### src/rtl/chip_vector_tester.sv
// Table-driven DIP pin-vector sequencer: fetches {drive, oe, expect, care} words from a
// registered ROM, drives the socket, waits a settle interval and compares the synchronised readback.
module chip_vector_tester #(
  parameter int N_IO   = 12,
  parameter int N_VEC  = 16,
  parameter int SETTLE = 4,
  localparam int AW    = (N_VEC > 1) ? $clog2(N_VEC) : 1
) (
  input  logic              Clk,
  input  logic              Reset,
  input  logic              Run,
  input  logic              stop_on_fail,
  input  logic [AW:0]       num_vec,
  output logic [AW-1:0]     vec_addr,
  input  logic [4*N_IO-1:0] vec_data,
  output logic [N_IO-1:0]   pin_out,
  output logic [N_IO-1:0]   pin_oe,
  input  logic [N_IO-1:0]   pin_in,
  output logic              busy,
  output logic              done,
  output logic              pass,
  output logic [AW:0]       err_count,
  output logic [AW-1:0]     fail_idx,
  output logic [N_IO-1:0]   fail_bits
);

  localparam int CW = (SETTLE > 2) ? $clog2(SETTLE) : 1;
  localparam logic [CW-1:0] SETTLE_LOAD = CW'(SETTLE - 1);
  localparam logic [AW:0]   N_MAX       = (AW+1)'(N_VEC);
  localparam logic [AW:0]   ERR_SAT     = {(AW+1){1'b1}};

  typedef enum logic [2:0] {
    ST_IDLE, ST_FETCH, ST_LOAD, ST_SETTLE, ST_CHECK, ST_DONE
  } state_t;

  state_t            state;
  logic [N_IO-1:0]   pin_sync1;
  logic [N_IO-1:0]   pin_s;
  logic              run_d;
  logic [AW:0]       n;
  logic              stop;
  logic [AW-1:0]     idx;
  logic [CW-1:0]     cnt;
  logic [N_IO-1:0]   exp_r;
  logic [N_IO-1:0]   care_r;

  logic              start;
  logic [AW:0]       n_clamp;
  logic [N_IO-1:0]   mism;
  logic              fail;
  logic              last;
  logic [AW:0]       err_next;

  // Two-flop synchroniser on the asynchronous pad readback, plus the Run edge detector.
  always_ff @(posedge Clk) begin
    if (Reset) begin
      pin_sync1 <= {N_IO{1'b0}};
      pin_s     <= {N_IO{1'b0}};
      run_d     <= 1'b0;
    end else begin
      pin_sync1 <= pin_in;
      pin_s     <= pin_sync1;
      run_d     <= Run;
    end
  end

  // Start qualification, vector-count clamp and compare datapath.
  always_comb begin
    start    = Run & ~run_d & ~busy;
    n_clamp  = (num_vec > N_MAX) ? N_MAX : num_vec;
    mism     = (pin_s ^ exp_r) & care_r;
    fail     = |mism;
    last     = ({1'b0, idx} == (n - (AW+1)'(1)));
    if (err_count == ERR_SAT) begin
      err_next = err_count;
    end else begin
      err_next = err_count + (AW+1)'(1);
    end
  end

  // Sequencer FSM with all outputs registered.
  always_ff @(posedge Clk) begin
    if (Reset) begin
      state     <= ST_IDLE;
      vec_addr  <= {AW{1'b0}};
      pin_out   <= {N_IO{1'b0}};
      pin_oe    <= {N_IO{1'b0}};
      busy      <= 1'b0;
      done      <= 1'b0;
      pass      <= 1'b0;
      err_count <= {(AW+1){1'b0}};
      fail_idx  <= {AW{1'b0}};
      fail_bits <= {N_IO{1'b0}};
      n         <= {(AW+1){1'b0}};
      stop      <= 1'b0;
      idx       <= {AW{1'b0}};
      cnt       <= {CW{1'b0}};
      exp_r     <= {N_IO{1'b0}};
      care_r    <= {N_IO{1'b0}};
    end else begin
      case (state)
        ST_IDLE, ST_DONE: begin
          // busy still set in DONE only happens for an empty test: finish it one cycle later
          if (state == ST_DONE && busy) begin
            busy <= 1'b0;
            done <= 1'b1;
            pass <= (err_count == {(AW+1){1'b0}});
          end else if (start) begin
            n         <= n_clamp;
            stop      <= stop_on_fail;
            err_count <= {(AW+1){1'b0}};
            fail_idx  <= {AW{1'b0}};
            fail_bits <= {N_IO{1'b0}};
            done      <= 1'b0;
            pass      <= 1'b0;
            idx       <= {AW{1'b0}};
            busy      <= 1'b1;
            if (n_clamp == {(AW+1){1'b0}}) begin
              state <= ST_DONE;
            end else begin
              vec_addr <= {AW{1'b0}};
              state    <= ST_FETCH;
            end
          end else begin
            state <= state;
          end
        end
        ST_FETCH: begin
          state <= ST_LOAD;
        end
        ST_LOAD: begin
          pin_out <= vec_data[4*N_IO-1:3*N_IO];
          pin_oe  <= vec_data[3*N_IO-1:2*N_IO];
          exp_r   <= vec_data[2*N_IO-1:N_IO];
          care_r  <= vec_data[N_IO-1:0];
          cnt     <= SETTLE_LOAD;
          state   <= ST_SETTLE;
        end
        ST_SETTLE: begin
          if (cnt == {CW{1'b0}}) begin
            state <= ST_CHECK;
          end else begin
            cnt <= cnt - CW'(1);
          end
        end
        ST_CHECK: begin
          if (fail) begin
            err_count <= err_next;
            if (err_count == {(AW+1){1'b0}}) begin
              fail_idx  <= idx;
              fail_bits <= mism;
            end
          end
          if ((fail && stop) || last) begin
            state   <= ST_DONE;
            busy    <= 1'b0;
            done    <= 1'b1;
            pass    <= ~fail && (err_count == {(AW+1){1'b0}});
            pin_oe  <= {N_IO{1'b0}};
            pin_out <= {N_IO{1'b0}};
          end else begin
            idx      <= idx + AW'(1);
            vec_addr <= idx + AW'(1);
            state    <= ST_FETCH;
          end
        end
        default: begin
          state <= ST_IDLE;
        end
      endcase
    end
  end

endmodule
### config.mk
export PLATFORM = sky130hd
export DESIGN_NAME = chip_vector_tester
export DESIGN_NICKNAME = d
export VERILOG_FILES = /design/src/rtl/chip_vector_tester.sv
export SDC_FILE = /design/constraint.sdc
export NUM_CORES = 1
export LEC_CHECK = 0
export BUFFER_PORTS_ARGS = -buffer_cell sky130_fd_sc_hd__buf_2
export CORE_ASPECT_RATIO = 0.75
export CORE_MARGIN = 3
export CORE_UTILIZATION = 52
export CTS_CLUSTER_DIAMETER = 60
export DETAILED_ROUTE_END_ITERATION = 6
export GPL_TIMING_DRIVEN = 0
export HOLD_SLACK_MARGIN = 0.02
export PLACE_DENSITY = 0.9
export SETUP_SLACK_MARGIN = 0.3
export SYNTH_ARGS = -nofsm -noshare
export SYNTH_HDL_FRONTEND = slang
export SYNTH_SLANG_ARGS = --single-unit
### constraint.sdc
create_clock -name Clk -period 3.1 [get_ports Clk]
set_input_delay 0.62 -clock Clk [delete_from_list [all_inputs] [get_ports Clk]]
set_output_delay 0.62 -clock Clk [all_outputs]
set_load 0.01 [all_outputs]
==> results by group <==
Outcome
  • Status: finished, final reports clean

Finish
  • Ant diodes: 0
  • Finished Cell Area: 0.00572 sq mm
  • Nets: 662
  • Share of cells above drive strength 1: 0.290
  • Synth-to-Final Area Change: 30.1%
  • Number of fill cells in the layout: 576

STA
  • RSZ-0062 raised after global routing: no
  • Worst rel slew slack: 0.586
  • Final Cycle Share: 0.805
  • Clock skew: 0.00786 ns
  • Setup Viol. Count Final: 0
  • FMAX: 401 MHz
  • Tmin final: 2.49 ns
  • Slew Viols, Final: 0
  • Setup tns final: 0 ns
  • Count of final hold-check violations: 0
  • Slew @ Worst Pin: 0.619 ns

Power
  • VDD IR-drop max: 460 uV
  • Static leakage: 2.53 nW
  • PwrDens: 880 mW/mm^2
  • Total chip power: 5.04 mW

Critical path
  • Critical setup path kind: flop to flop
  • Critical path buffer and inverter count: 2
  • Critical Path Sink Type: flop
  • Worst path cell trace: xor2_1 -> a22oi_1 -> nand4_1 -> or2_2 -> and3_1 -> clkbuf_1 -> clkbuf_1 -> a32o_1
  • Slowest CP cell: or2_2
  • CP startpoint kind: flop
  • Worst Path Arrival: 2.79 ns
  • Max FO, Critical Path: 10
  • Worst Path Required: 3.40 ns
  • Top delay family on crit path: simple AND/OR/NAND/NOR gates
  • Most used cell, CP: clkbuf_1
  • Critical path's largest stage delay: 0.40 ns

Drt
  • Vias per std cell: 5.70
  • Final ANT Viol Nets: 0
  • First-pass iteration count of the detailed router: 6
  • Via count: 4016
  • Drt drc: 0
  • Routed WL: 12100 um
  • Routed WL per cell: 17.1 um
  • Detailed Route Iter0 Violations: 491

Clock tree
  • Post-CTS Setup Inserts: 0
  • Resized Gates After CTS: 0
  • Hold_buf cts: 0
  • Clock Latency Late Sink: 0.41 ns
  • Clock Tree Buf Depth: 2
  • Clock sinks: 116
  • CTS H-tree depth: 4
  • Root buf cell: clkbuf_16
  • Num CTS Buffers: 17
  • Clock transition at path regs: 0.05 ns
  • CTS tree: done

Synthesis
  • Syn Nets: 523
  • Seq/Total Area, Yosys: 0.528
  • Synthesized cell area: 0.00440 sq mm
  • Number of enable flip-flop cells after synthesis: 0
  • Leading area contributor after synthesis: dfxtp_1
  • Flip-flop and latch count after synthesis: 116
  • Ys flop type: dfxtp_1
  • Yosys cell types: 51
  • Post-synth ARST share: 0
  • Top post-synthesis cells by count: dfxtp_1 (116), nand2_1 (68), a21oi_1 (40)
  • Cells after synthesis: 448
  • Synth top area cells: dfxtp_1 (53%), a22o_1 (6.2%), nand2_1 (5.8%)
  • Avg Cell Area, Syn: 9.81 sq um
  • Most frequent cell after synthesis: dfxtp_1
  • Synth warn: 0
  • Post-synth top area share: 0.528

Floorplanning
  • FP Rows: 28
  • Starting density of the core: 0.546
  • Core Area: 0.00806 sq mm
  • Die W: 112 um
  • Die height: 85.6 um
  • Die Outline Area: 0.00961 sq mm
  • I/O pin total: 121

Placed design
  • Placed Area: 0.00513 sq mm
  • Post-DP HPWL: 8400 um
  • Port Buffers: 120
  • Gpl congestion: 0.921

GRT
  • Grt ovf: 0
  • First-pass GRT wire length: 19500 um
  • Gr usage total: 0.254
  • Vias in the first global route: 3975
  • Largest net degree at the start of global routing: 17
  • Antenna violations before repair: 0

Job
  • # Max-Cap Violations: 0

Worst hold path
  • Hold crit path type: input pin to flop
-- final cells by class --
cell class              count  area (sq um)  area share
well taps                 105           131      0.0230
flip-flops and latches    116          2320       0.406
plain buffers              25           126      0.0221
clock inverters            13           126      0.0221
repair buffers            120           601       0.105
inverters                  11          41.3     0.00722
multi-input cells         296          1920       0.335
clock buffers              19           453      0.0792
-- logic make-up after synthesis --
group / Yosys count / synth area share
xor gates and xnor gates: 22 / 0.0438
AOI/OAI and AO/OA: 119 / 0.198
buffers and inverters: 36 / 0.0381
adders and majority gates: 7 / 0.0196
muxes: 5 / 0.0120
and+or+nand+nor: 143 / 0.160
DFF: 116 / 0.528
-- cells in the final DEF (no fill, tap or decap), types with 4 or more instances in the layout --
| cell | instances |
|---|---|
| a21oi_1 | 40 |
| a22o_1 | 31 |
| a22oi_1 | 6 |
| a32o_1 | 14 |
| and3_1 | 4 |
| buf_2 | 125 |
| clkbuf_1 | 15 |
| clkbuf_16 | 17 |
| clkinv_4 | 4 |
| clkinvlp_4 | 4 |
| dfxtp_1 | 116 |
| ha_1 | 6 |
| inv_1 | 10 |
| nand2_1 | 68 |
| nand3_1 | 5 |
| nor2_1 | 15 |
| nor2b_1 | 26 |
| nor3b_1 | 5 |
| nor4_1 | 4 |
| o21ai_0 | 7 |
| xnor2_1 | 6 |
| xor2_1 | 16 |
-- flip-flops by register name, summed over array words and instances (netlist names), 12 cells and up --
name,cells
care_r,12
exp_r,12
fail_bits,12
pin_oe,12
pin_out,12
pin_s,12
pin_sync1,12
-- path summary, 6_finish.rpt --
| path | start | endpoint | slack (ns) | cells after the start |
|---|---|---|---|---|
| min reg2reg | pin_sync1[11] | pin_s[11] | 0.43 | 1 |
| max | exp_r[11] | fail_bits[11] | 0.61 | 8 |
| max reg2reg | exp_r[11] | fail_bits[11] | 0.61 | 8 |
| min | pin_in[7] | pin_sync1[7] | 0.42 | 2 |
-- per-stage QoR --
stage               hold slack (ns)   util  std cells  setup WS, ns
finish                        0.418  0.710        705         0.605
global route                  0.412  0.710        705         0.465
CTS                           0.408  0.708        705         0.465
detailed placement            0.420  0.636        673         0.445
global placement              0.420  0.636        673         0.477
floorplan                     0.414      -        448         0.709
-- power by group --
part           internal [mW]  total, mW  switching (mW)
Combinational          0.493       1.29           0.801
Sequential              1.70       1.87           0.163
Clock                   1.15       1.87           0.721
Total                   3.35       5.04            1.68
-- metal layers --
metal / up-vias / wire length, um / GRT usage
met2: 243 / 5630 / 0.403
met1: 1861 / 4880 / 0.315
met3: 49 / 1100 / 0.0719
li1: 1863 / - / -
met4: 0 / 439 / 0.135
met5: - / 0 / 0
No activity file was read; power rests on OpenSTA's default activity.
